<file path="src/rtl/datapath_pkg.sv">
// Shared definitions for the single-issue RISC-V datapath.
//   XLEN          : datapath / address width
//   NOP_WORD      : addi x0,x0,0, used as the pipeline bubble
//   fetch_state_t : fetch-stage sequencing (BOOT, RUN, HALT)
package datapath_pkg;

  localparam int unsigned XLEN     = 32;
  localparam logic [31:0] NOP_WORD = 32'h0000_0013;

  typedef enum logic [1:0] {
    BOOT = 2'd0,
    RUN  = 2'd1,
    HALT = 2'd2
  } fetch_state_t;

endpackage

</file>
<file path="src/rtl/if_id_reg.sv">
// IF/ID pipeline register.
//   clk, reset  : rising-edge clock, async active-high reset (loads the bubble)
//   load        : capture instrIn/pcIn/pcPlus4In as a valid instruction
//   flush       : load the bubble (NOP_WORD, pc 0, valid 0); wins over load
//   (neither)   : hold
//   *Out        : registered contents presented to decode
module if_id_reg #(
  parameter int unsigned XLEN     = datapath_pkg::XLEN,
  parameter logic [31:0] NOP_WORD = datapath_pkg::NOP_WORD
) (
  input  logic            clk,
  input  logic            reset,
  input  logic            load,
  input  logic            flush,
  input  logic [31:0]     instrIn,
  input  logic [XLEN-1:0] pcIn,
  input  logic [XLEN-1:0] pcPlus4In,
  output logic [31:0]     instrOut,
  output logic [XLEN-1:0] pcOut,
  output logic [XLEN-1:0] pcPlus4Out,
  output logic            validOut
);

  always_ff @(posedge clk or posedge reset) begin
    if (reset) begin
      instrOut   <= NOP_WORD;
      pcOut      <= '0;
      pcPlus4Out <= '0;
      validOut   <= 1'b0;
    end else if (flush) begin
      instrOut   <= NOP_WORD;
      pcOut      <= '0;
      pcPlus4Out <= '0;
      validOut   <= 1'b0;
    end else if (load) begin
      instrOut   <= instrIn;
      pcOut      <= pcIn;
      pcPlus4Out <= pcPlus4In;
      validOut   <= 1'b1;
    end
  end

endmodule

</file>
<file path="src/rtl/fetch_unit.sv">
// Program counter + IF/ID stage of the single-issue RISC-V datapath.
// Drives the combinational instruction memory with the current PC and
// registers the returned word, its PC and PC+4 for decode.
//   clk, reset        : rising-edge clock, async active-high reset
//   stall             : hold PC and IF/ID (RUN only)
//   branchTaken/Target: redirect from EX; flushes IF/ID, beats stall
//   memAddress        : current PC to instruction memory
//   instruction       : word returned by instruction memory
//   ifId*             : IF/ID register contents
//   halted            : PC ran past the program; bubbles until redirected
//   misaligned        : sticky, a redirect target had nonzero low bits
//   fetchCount        : only with FETCH_PERF_COUNT_EN; valid IF/ID loads
// Optional feature macro: FETCH_PERF_COUNT_EN
module fetch_unit
  import datapath_pkg::*;
#(
  parameter int unsigned     XLEN             = datapath_pkg::XLEN,
  parameter logic [XLEN-1:0] RESET_PC         = '0,
  parameter int unsigned     NUM_INSTRUCTIONS = 3,
  parameter logic [31:0]     NOP_WORD         = datapath_pkg::NOP_WORD
) (
  input  logic            clk,
  input  logic            reset,
  input  logic            stall,
  input  logic            branchTaken,
  input  logic [XLEN-1:0] branchTarget,
  output logic [XLEN-1:0] memAddress,
  input  logic [31:0]     instruction,
  output logic [31:0]     ifIdInstruction,
  output logic [XLEN-1:0] ifIdPc,
  output logic [XLEN-1:0] ifIdPcPlus4,
  output logic            ifIdValid,
  output logic            halted,
  output logic            misaligned
`ifdef FETCH_PERF_COUNT_EN
  ,
  output logic [31:0]     fetchCount
`endif
);

  // End of program computed wide so RESET_PC + 4*NUM_INSTRUCTIONS cannot
  // wrap; the compare against the zero-extended PC stays plain unsigned.
  localparam logic [63:0] PROG_END = 64'(RESET_PC) + (64'(NUM_INSTRUCTIONS) << 2);

  fetch_state_t    state, stateNext;
  logic [XLEN-1:0] pc, pcNext, pcPlus4, tgtAligned;
  logic            misNext, load, flush, beyond;

  assign pcPlus4    = pc + XLEN'(4);
  assign tgtAligned = {branchTarget[XLEN-1:2], 2'b00};
  assign beyond     = (64'(pc) >= PROG_END);
  assign memAddress = pc;
  assign halted     = (state == HALT);

  always_ff @(posedge clk or posedge reset) begin
    if (reset) begin
      state      <= BOOT;
      pc         <= RESET_PC;
      misaligned <= 1'b0;
    end else begin
      state      <= stateNext;
      pc         <= pcNext;
      misaligned <= misNext;
    end
  end

  always_comb begin
    stateNext = state;
    pcNext    = pc;
    misNext   = misaligned;
    load      = 1'b0;
    flush     = 1'b0;
    case (state)
      BOOT: stateNext = RUN;
      RUN: begin
        if (branchTaken) begin
          pcNext  = tgtAligned;
          flush   = 1'b1;
          misNext = misaligned | (branchTarget[1:0] != 2'b00);
        end else if (stall) begin
          // hold everything
        end else if (beyond) begin
          flush     = 1'b1;
          stateNext = HALT;
        end else begin
          load   = 1'b1;
          pcNext = pcPlus4;
        end
      end
      HALT: begin
        flush = 1'b1;
        if (branchTaken) begin
          pcNext    = tgtAligned;
          misNext   = misaligned | (branchTarget[1:0] != 2'b00);
          stateNext = RUN;
        end
      end
      default: stateNext = BOOT;
    endcase
  end

  if_id_reg #(
    .XLEN     (XLEN),
    .NOP_WORD (NOP_WORD)
  ) u_ifId (
    .clk        (clk),
    .reset      (reset),
    .load       (load),
    .flush      (flush),
    .instrIn    (instruction),
    .pcIn       (pc),
    .pcPlus4In  (pcPlus4),
    .instrOut   (ifIdInstruction),
    .pcOut      (ifIdPc),
    .pcPlus4Out (ifIdPcPlus4),
    .validOut   (ifIdValid)
  );

`ifdef FETCH_PERF_COUNT_EN
  always_ff @(posedge clk or posedge reset) begin
    if (reset)     fetchCount <= '0;
    else if (load) fetchCount <= fetchCount + 32'd1;
  end
`endif

endmodule
</file>
<file path="config.mk">
export PLATFORM = sky130hd
export DESIGN_NAME = fetch_unit
export DESIGN_NICKNAME = d
export VERILOG_FILES = /design/src/rtl/datapath_pkg.sv /design/src/rtl/if_id_reg.sv /design/src/rtl/fetch_unit.sv
export SDC_FILE = /design/constraint.sdc
export NUM_CORES = 1
export LEC_CHECK = 0
export CORE_MARGIN = 8
export CORE_UTILIZATION = 44
export DETAILED_ROUTE_END_ITERATION = 8
export PLACE_DENSITY = 0.8
export SLEW_MARGIN = 20
export SYNTH_ARGS = -nofsm -noshare
export SYNTH_HDL_FRONTEND = slang
export SYNTH_SLANG_ARGS = --single-unit
export TNS_END_PERCENT = 20
</file>
<file path="constraint.sdc">
create_clock -name clk -period 6.39 [get_ports clk]
set_clock_uncertainty 0.1 [all_clocks]
set_input_delay 1.5975 -clock clk [delete_from_list [all_inputs] [get_ports clk]]
set_output_delay 1.5975 -clock clk [all_outputs]
set_load 0.02 [all_outputs]
</file>
==> impl_metrics.ini <==
[outcome]
status = finished clean

[sta]
report.final.slew_viol_count = 0
rsz0062_at_grt = false
tns_ns = 0
worst_pin_slew_ns = 0.9613
relSlewSlack = 0.3568
post-route-period-util = 0.6323
hold_viol_final = 0
setup_viol = 0
layout_min_cycle_time_ns = 4.040
fmax_mhz = 247.5

[worst_hold_path]
hp-start = misaligned
holdCritPathClass = register to register
hold_end = misaligned
min_path_cells = 1

[global_routing]
antenna_found_initial = 0
grt_pass1_vias = 4205
grt_max_degree = 88
grt-ovfl-total = 0
track_usage = 0.1932
grt_pass1_wl_um = 22800

[synth]
netlist_area_sq_um = 5145
synthDominantCellAreaShare = 0.6031
synth_largest_area_cell = dfrtp_1
synth_most_common_cell = dfrtp_1
ys_types = 47
synth_common_cells = dfrtp_1 (124), and2_1 (60), a22o_1 (33)
synth_area_leaders = dfrtp_1 (60%), and2_1 (7.3%), a22o_1 (5.6%)
postSynthCellCount = 407
synth-seq-cells = 127
synth-warning-count = 0
synth-main-ff-cell = dfrtp_1
seq_area_frac_synth = 0.6184
synthArstFlopShare = 1.000
synth_edf_count = 0
synth_area_per_cell_sq_um = 12.64

[setup_path]
crit-reg2reg-capture = memAddress[3]
cp-end-kind = register
crit-reg2reg-launch = memAddress[2]
r2r_cells = 6
crit_arrival_ns = 4.23
crit_required_ns = 6.58
cp-start-kind = input port
crit_path_max_fanout = 18
worstSetupPathType = input port to register
r2r_slack_ns = 3.26

[clock_tree]
clk_pin_slew_worst_paths_ns = 0.06
cts_tree = built
root_buffer = clkbuf_16
h-tree-depth = 4
insertion_delay_ns = 0.41
cts_setup_buffers = 0
cts-resized-gates = 0
clk_path_buf_depth = 2
ctsHoldBuffers = 0
cts.sinks = 127
cts_buffers = 17

[route]
dr.pass1.iters = 4
drc_errors = 0
vias = 3962
drt_wl_total_um = 14790
ant_nets = 0
dr.first_iter.drc_count = 282
wl_per_cell_um = 19.69
vias_per_cell = 5.276

[power]
p_seq_frac = 0.354
switching_share = 0.3501
pwr-share-comb = 0.313
p_sw_mw = 1.033
p_leak_nw = 3.421
power_density_nw_per_um2 = 380.6
internal-power_mw = 1.916
ir_drop_v = 0.0003188
clockPowerShare = 0.333

[finish]
final_core_util = 0.6786
drive_above_1_share = 0.1003
areaGrowthSynthToFinish_pct = 50.61
fill_cells = 871
n_antenna_cell = 0
final_nets = 669

[die]
rows = 39
die-area_sq_um = 15410
core_area_sq_um = 11420
dieWidth_um = 124.1
ios = 199
start_util = 0.4506
die_y_um = 124.1

[job]
maxCapViolations = 0

[place]
port_buffers = 196
hpwl_um = 10800
gp_congestion = 0.8547
## logic make-up (layout without fill, tap and decap cells)
family / count (synthesis) / count (layout) / share of synthesized area
buffers and inverters: 40 / 240 / 0.04402
other: 1 / 2 / 0.0007289
and+or+nand+nor: 125 / 125 / 0.1454
DFF: 127 / 127 / 0.6184
AOI/OAI and AO/OA: 97 / 97 / 0.1508
muxes: 11 / 11 / 0.02602
adders and majority gates: 6 / 6 / 0.01459
## per-stage QoR
stage / setup slack, ns / hold slack [ns] / instances / cell area (sq um) / total power, mW
2_1_floorplan: 1.313 / 0.4668 / 408 / 5149 / 1.623
3_3_place_gp: 1.885 / 0.3692 / 718 / 7114 / 1.918
3_5_place_dp: 2.011 / 0.3698 / 719 / 7134 / 1.977
4_1_cts: 2.415 / 0.3847 / 751 / 7745 / 2.972
5_1_grt: 2.151 / 0.3903 / 751 / 7749 / 3.093
6_report: 2.350 / 0.3745 / 751 / 7749 / 2.949
## layout by cell type (no fill, tap or decap), drive strengths merged, types with 4 or more instances in the layout
cell,netlist,routed
ha,6,6
and2,60,60
nand2,19,19
o22ai,5,5
clkinv,0,7
o21ai,17,17
dfrtp,124,124
nor4,7,7
nand4,8,8
clkbuf,17,17
a22o,33,33
nor2,12,12
clkdlybuf4s50,0,196
inv,9,12
a21oi,4,4
a2bb2oi,7,7
o211ai,12,12
mux2,10,10
## layout make-up
cell class	count	area, sq um	area share
Inverter	9	38.79	0.005006
Sequential cell	127	3182	0.4106
Timing Repair Buffer	199	1997	0.2577
Clock buffer	17	425.4	0.05490
Clock inverter	15	185.2	0.02390
Multi-Input combinational cell	241	1742	0.2248
Tap cell	143	178.9	0.02309
## critical path: stages
cell             delay (ns)
clkdlybuf4s50_1        0.87
o22ai_1                0.43
a21oi_1                0.26
and2_1                 0.64
mux2_2                 0.42
## flip-flops by register name, summed over array words and instances (netlist names)
signal             count
u_ifId.instrOut       32
state                  2
misaligned             1
memAddress            30
u_ifId.pcPlus4Out     30
u_ifId.validOut        1
u_ifId.pcOut          31
## worst max-delay path by stage
stage | endpoint | slack, ns | startpoint | cells after the start
6_report | memAddress[8] | 2.35 | branchTaken | 5
4_1_cts | u_ifId.instrOut[19] | 2.42 | branchTaken | 5
3_3_place_gp | u_ifId.instrOut[15] | 1.89 | branchTaken | 7
5_1_grt | memAddress[8] | 2.15 | branchTaken | 5
3_5_place_dp | u_ifId.instrOut[19] | 2.01 | branchTaken | 5
2_1_floorplan | memAddress[10] | 1.31 | reset | 1
## power groups by stage
stage               registers (mW)  clock network (mW)  logic [mW]
floorplan                     1.13                   0       0.494
global placement              1.05                   0       0.871
detailed placement            1.05                   0       0.922
CTS                           1.04                1.00       0.929
global route                  1.06                1.03        1.00
finish                        1.04               0.983       0.922
## routing by layer
layer,up-vias,wire length (um),track usage
met2,134,7225,0.3113
met3,24,1288,0.06573
met4,0,306,0.08104
li1,1819,-,-
met1,1985,5965,0.2325
met5,-,0,0
No activity file was read; power rests on OpenSTA's default activity.
